### config.mk
export PLATFORM = sky130hd
export DESIGN_NAME = gnrc_therm2bin_pipe
export DESIGN_NICKNAME = d
export VERILOG_FILES = /design/src/rtl/gnrc_codec_pkg.sv /design/src/rtl/gnrc_therm_popcount.sv /design/src/rtl/gnrc_therm2bin_pipe.sv
export SDC_FILE = /design/constraint.sdc
export NUM_CORES = 1
export LEC_CHECK = 0
export CORE_MARGIN = 5
export CORE_UTILIZATION = 45
export DETAILED_ROUTE_END_ITERATION = 8
export PLACE_DENSITY = 0.83
export SYNTH_ARGS = -nofsm -noshare
export SYNTH_HDL_FRONTEND = slang
export SYNTH_HIERARCHICAL = 1
export SYNTH_SLANG_ARGS = --single-unit
### constraint.sdc
create_clock -name clk_i -period 2.9 [get_ports clk_i]
set_clock_uncertainty 0.05 [all_clocks]
set_input_delay 0.29 -clock clk_i [delete_from_list [all_inputs] [get_ports clk_i]]
set_output_delay 0.29 -clock clk_i [all_outputs]
set_load 0.01 [all_outputs]
### src/rtl/gnrc_codec_pkg.sv
// Shared thermometer-codec helpers.
//   ERR_W_DEFAULT : default width of saturating error counters
//   THERM_MAX_W   : widest thermometer code the helpers accept (N <= 6)
//   therm_popcount: number of set bits in a zero-extended thermometer code
//   therm_is_valid: 1 when the code has the form 0..01..1 (all-zero included)
package gnrc_codec_pkg;

    localparam int unsigned ERR_W_DEFAULT = 8;
    localparam int unsigned THERM_MAX_W   = 63;
    localparam int unsigned POP_W         = 6;

    // Plain ripple count; the synthesizer builds the adder tree.
    function automatic logic [POP_W-1:0] therm_popcount(input logic [THERM_MAX_W-1:0] v);
        logic [POP_W-1:0] cnt;
        cnt = '0;
        for (int unsigned i = 0; i < THERM_MAX_W; i++) begin
            cnt = cnt + POP_W'(v[i]);
        end
        return cnt;
    endfunction

    // A monotonic code plus one is a power of two, so it shares no set bit with itself.
    function automatic logic therm_is_valid(input logic [THERM_MAX_W-1:0] t);
        return (t & (t + THERM_MAX_W'(1))) == '0;
    endfunction

endpackage

### src/rtl/gnrc_therm_popcount.sv
// Combinational popcount of a (2^N-1)-bit thermometer code into N bits.
//   therm_i : thermometer code, M = 2^N-1 bits
//   bin_o   : number of set bits in therm_i (max 2^N-1, always fits N bits)
module gnrc_therm_popcount
    import gnrc_codec_pkg::*;
#(
    parameter  int unsigned N = 3,
    localparam int unsigned M = (1 << N) - 1
) (
    input  logic [M-1:0] therm_i,
    output logic [N-1:0] bin_o
);

    assign bin_o = N'(therm_popcount(THERM_MAX_W'(therm_i)));

endmodule

### src/rtl/gnrc_therm2bin_pipe.sv
// Two-stage valid/ready thermometer-to-binary decoder with bubble detection
// and a saturating count of erroneous beats delivered downstream.
//   clk_i, rst_i     : clock, synchronous active-high reset
//   therm_i/valid_i  : upstream thermometer beat;   ready_o : upstream accept
//   bin_o/err_o      : decoded value and bubble flag; valid_o : output beat valid
//   ready_i          : downstream accept
//   err_cnt_o        : erroneous beats delivered, saturating; err_clr_i clears it
module gnrc_therm2bin_pipe
    import gnrc_codec_pkg::*;
#(
    parameter  int unsigned N          = 3,
    localparam int unsigned M          = (1 << N) - 1,
    parameter  int unsigned BUBBLE_FIX = 1,
    parameter  int unsigned ERR_W      = ERR_W_DEFAULT
) (
    input  logic             clk_i,
    input  logic             rst_i,
    input  logic [M-1:0]     therm_i,
    input  logic             valid_i,
    output logic             ready_o,
    output logic [N-1:0]     bin_o,
    output logic             err_o,
    output logic             valid_o,
    input  logic             ready_i,
    output logic [ERR_W-1:0] err_cnt_o,
    input  logic             err_clr_i
);

    logic             s1_valid_q, s1_valid_d;
    logic [M-1:0]     s1_therm_q, s1_therm_d;
    logic             s2_valid_q, s2_valid_d;
    logic [N-1:0]     bin_q, bin_d;
    logic             err_q, err_d;
    logic [ERR_W-1:0] cnt_q, cnt_d;

    logic             s1_ld, s2_ld;
    logic [N-1:0]     dec_bin;
    logic             dec_err;

    // Decode of the stage-1 code, mode selected at elaboration.
    if (BUBBLE_FIX != 0) begin : g_pop
        gnrc_therm_popcount #(.N(N)) u_pop (
            .therm_i (s1_therm_q),
            .bin_o   (dec_bin)
        );
    end else begin : g_hi
        // Highest set bit index + 1; later bits overwrite earlier ones.
        always_comb begin
            dec_bin = '0;
            for (int unsigned k = 0; k < M; k++) begin
                if (s1_therm_q[k]) begin
                    dec_bin = N'(k + 1);
                end
            end
        end
    end

    assign dec_err = ~therm_is_valid(THERM_MAX_W'(s1_therm_q));

    // Handshake, stage advance and error counter next-state.
    always_comb begin
        s2_ld      = s1_valid_q & (~s2_valid_q | ready_i);
        // Held low during reset so no upstream beat is accepted and then discarded.
        ready_o    = ~rst_i & (~s1_valid_q | s2_ld);
        s1_ld      = valid_i & ready_o;

        s1_valid_d = s1_ld | (s1_valid_q & ~s2_ld);
        s1_therm_d = s1_therm_q;
        s2_valid_d = s2_ld | (s2_valid_q & ~ready_i);
        bin_d      = bin_q;
        err_d      = err_q;
        cnt_d      = cnt_q;

        if (s1_ld) begin
            s1_therm_d = therm_i;
        end
        if (s2_ld) begin
            bin_d = dec_bin;
            err_d = dec_err;
        end
        if (err_clr_i) begin
            cnt_d = '0;
        end else if (s2_valid_q & ready_i & err_q & ~(&cnt_q)) begin
            cnt_d = cnt_q + ERR_W'(1);
        end
    end

    // State registers.
    always_ff @(posedge clk_i) begin
        if (rst_i) begin
            s1_valid_q <= 1'b0;
            s1_therm_q <= '0;
            s2_valid_q <= 1'b0;
            bin_q      <= '0;
            err_q      <= 1'b0;
            cnt_q      <= '0;
        end else begin
            s1_valid_q <= s1_valid_d;
            s1_therm_q <= s1_therm_d;
            s2_valid_q <= s2_valid_d;
            bin_q      <= bin_d;
            err_q      <= err_d;
            cnt_q      <= cnt_d;
        end
    end

    assign valid_o   = s2_valid_q;
    assign bin_o     = bin_q;
    assign err_o     = err_q;
    assign err_cnt_o = cnt_q;

endmodule

==> summary.md <==
| Metric | Value |
|---|---|
| Synth Cell Area | `0.00108 mm²` |
| Core area | `0.00225 mm²` |
| Number of max-cap violations | `0` |
| H-tree depth | `1` |
| Diodes inserted | `0` |
| Wire length per cell | `12.0 µm` |
| Cell taking the most area after synthesis | `dfxtp_1` |
| Util after Layout | `0.613` |
| Pwr/cell area | `404 mW/mm²` |
| Final Hold Viols | `0` |
| Synth-to-layout area growth | `28.2%` |
| Synth top area share | `0.390` |
| Clock Sink Count | `21` |
| Syn_nets | `129` |
| Clock Pin Slew Worst Setup and Hold Paths | `120 ps` |
| Area post-placement | `0.00135 mm²` |
| Post-synth top cells | `21 x dfxtp_1, 14 x nor2_1, 9 x inv_1, 8 x nor2b_1, 7 x mux2_2` |
| Multiplexer share of the synthesized area | `0.120` |
| Min Tclk post-route | `2640 ps` |
| Largest net degree at the start of global routing | `16` |
| Via count | `879` |
| F_max | `379 MHz` |
| Compound-gate portion of the synthesized area | `0.108` |
| Global-route wire length before repair | `3280 µm` |
| Reg area | `420 µm²` |
| Placed Instances | `163` |
| Die W | `58.9 µm` |
| Largest family of logic cells by synthesized area | `simple AND/OR/NAND/NOR gates` |
| Top Ports | `26` |
| Worst-Skew Late Latency | `300 ps` |
| WL final | `2000 µm` |
| Number of nets in the layout | `157` |
| CTS tree | `yes` |
| Worst EP arrival | `2790 ps` |
| Cell area after layout | `0.00138 mm²` |
| Worst slack, placed | `294 ps` |
| Crit path max fanout | `5` |
| Status | `finished clean` |
| DRT iter0 DRCs | `5` |
| Final Max Slew Viols | `0` |
| Die height | `58.9 µm` |
| CP Capture Type | `flip-flop` |
| Standard-cell rows | `17` |
| Peak VDD IR | `0.310 mV` |
| Total CTS buffers | `3` |
| Hold Crit Class | `flip-flop to flip-flop` |
| Multi-input gate area | `607 µm²` |
| Post-route ant nets | `0` |
| Global route overflow | `0` |
| Hold buffers post-CTS | `0` |
| Simple logic cell fraction of the synthesized area | `0.242` |
| GP Congestion | `0.816` |
| Total GRT Usage | `0.120` |
| Antenna violations before repair | `0` |
| RSZ-0062 raised after global routing | `false` |
| First drt pass iteration count | `4` |
| Synth cell types | `35` |
| Port Buf Inserts | `25` |
| # resized after CTS | `0` |
| # setup viols final | `0` |
| Placed wire-length estimate | `1560 µm` |
| Synth Area per Inst | `9.62 µm²` |
| Worst hold margin | `456 ps` |
| Top cells by area, synth | `dfxtp_1 39%, fa_1 7.4%, mux2_2 7.3%` |
| Adder-cell share of the synthesized area | `0.0859` |
| Dominant synthesized flop cell | `dfxtp_1` |
| Initial Util | `0.478` |
| Post-CTS setup buffers | `0` |
| Final period util | `0.910` |
| Seq/Total Area, Yosys | `0.390` |
| Number of vias per cell | `5.26` |
| CTS root buf | `clkbuf_4` |
| Kind of critical path | `flip-flop to flip-flop` |
| Maximum root-to-sink buffer count | `2` |
| Post-Syn Instances | `112` |
| XOR/XNOR Fraction of Synth Area | `0.00813` |
| Design Power | `558 µW` |
| EDFF count, synth | `0` |
| Share of cells above drive strength 1 | `0.151` |
| Fillers | `218` |
| Number of synthesized register bits | `21` |
| Worst-Margin Slew | `473 ps` |
| PnR worst setup slack | `261 ps` |
| Worst EP required | `3050 ps` |
| Die ar. | `0.00347 mm²` |
| Static Leakage | `0.541 nW` |
| # DRC | `0` |
| Type of origin of the critical path | `flip-flop` |
| Final non-filler cell total | `167` |
| Yosys Warn Count | `6` |
| Slew headroom | `0.684` |
| Vias in the first global route | `836` |
| Async S/R FF share, synth | `0` |
| Setup TNS | `0 ps` |
| Most frequent cell after synthesis | `dfxtp_1` |
worst max-delay path, cell delays in order (launching register included):
cell	delay, ps
dfxtp_1	410
inv_1	70
fa_1	450
fa_1	480
inv_1	40
fa_1	380
fa_1	440
mux2i_1	150
nor2_1	60
worst paths after layout:
kind	depth (start not counted)	slack, ps	end	from
max	8	260	bin_o[1]	s1_therm_q[3]
min reg2reg	2	460	bin_o[2]	bin_o[2]
max reg2reg	8	260	bin_o[1]	s1_therm_q[3]
min	2	460	bin_o[2]	bin_o[2]
layer usage:
layer	routed length, µm	GRT usage	up-vias
met1	774	0.129	406
met4	14	0.0550	0
li1	-	-	441
met5	0	0	-
met3	151	0.0219	2
met2	1060	0.224	30
state kept, by name, indices dropped and copies added (netlist names):
name / flops
bin_o: 3
valid_o: 1
s1_valid_q: 1
err_o: 1
s1_therm_q: 7
err_cnt_o: 8
final cells by class:
| class | count | share of cell area |
|---|---|---|
| clock buffer | 3 | 0.0163 |
| multi-input combinational | 79 | 0.439 |
| inverter | 9 | 0.0245 |
| tap | 28 | 0.0254 |
| clock inverter | 1 | 0.00362 |
| sequential | 21 | 0.304 |
| timing repair buffer | 26 | 0.187 |
logic make-up after synthesis:
| logic type | after synthesis |
|---|---|
| AOI/OAI and AO/OA | 16 |
| xor gates and xnor gates | 1 |
| adders and majority gates | 5 |
| buffers and inverters | 12 |
| DFF | 21 |
| muxes | 12 |
| and+or+nand+nor | 45 |
cells in the final DEF (no fill, tap or decap), drive strengths merged, types with 2 or more instances in the layout:
cell type,count
mux2i,5
a211oi,2
nor3,3
o21ai,2
clkdlybuf4s50,25
nand4,2
inv,9
nor2,14
fa,4
dfxtp,21
mux2,7
clkbuf,3
nor2b,9
nand3,5
a21oi,5
a31oi,3
and3,2
nand2,7
where the power goes:
part           total, mW  switching, mW  internal (mW)  leakage (nW)
Sequential         0.317         0.0139          0.303         0.172
Clock              0.141         0.0893         0.0514        0.0177
Combinational      0.101         0.0436         0.0574         0.352
Total              0.558          0.147          0.411         0.541
Note: power is estimated with default switching activity, not from simulation.
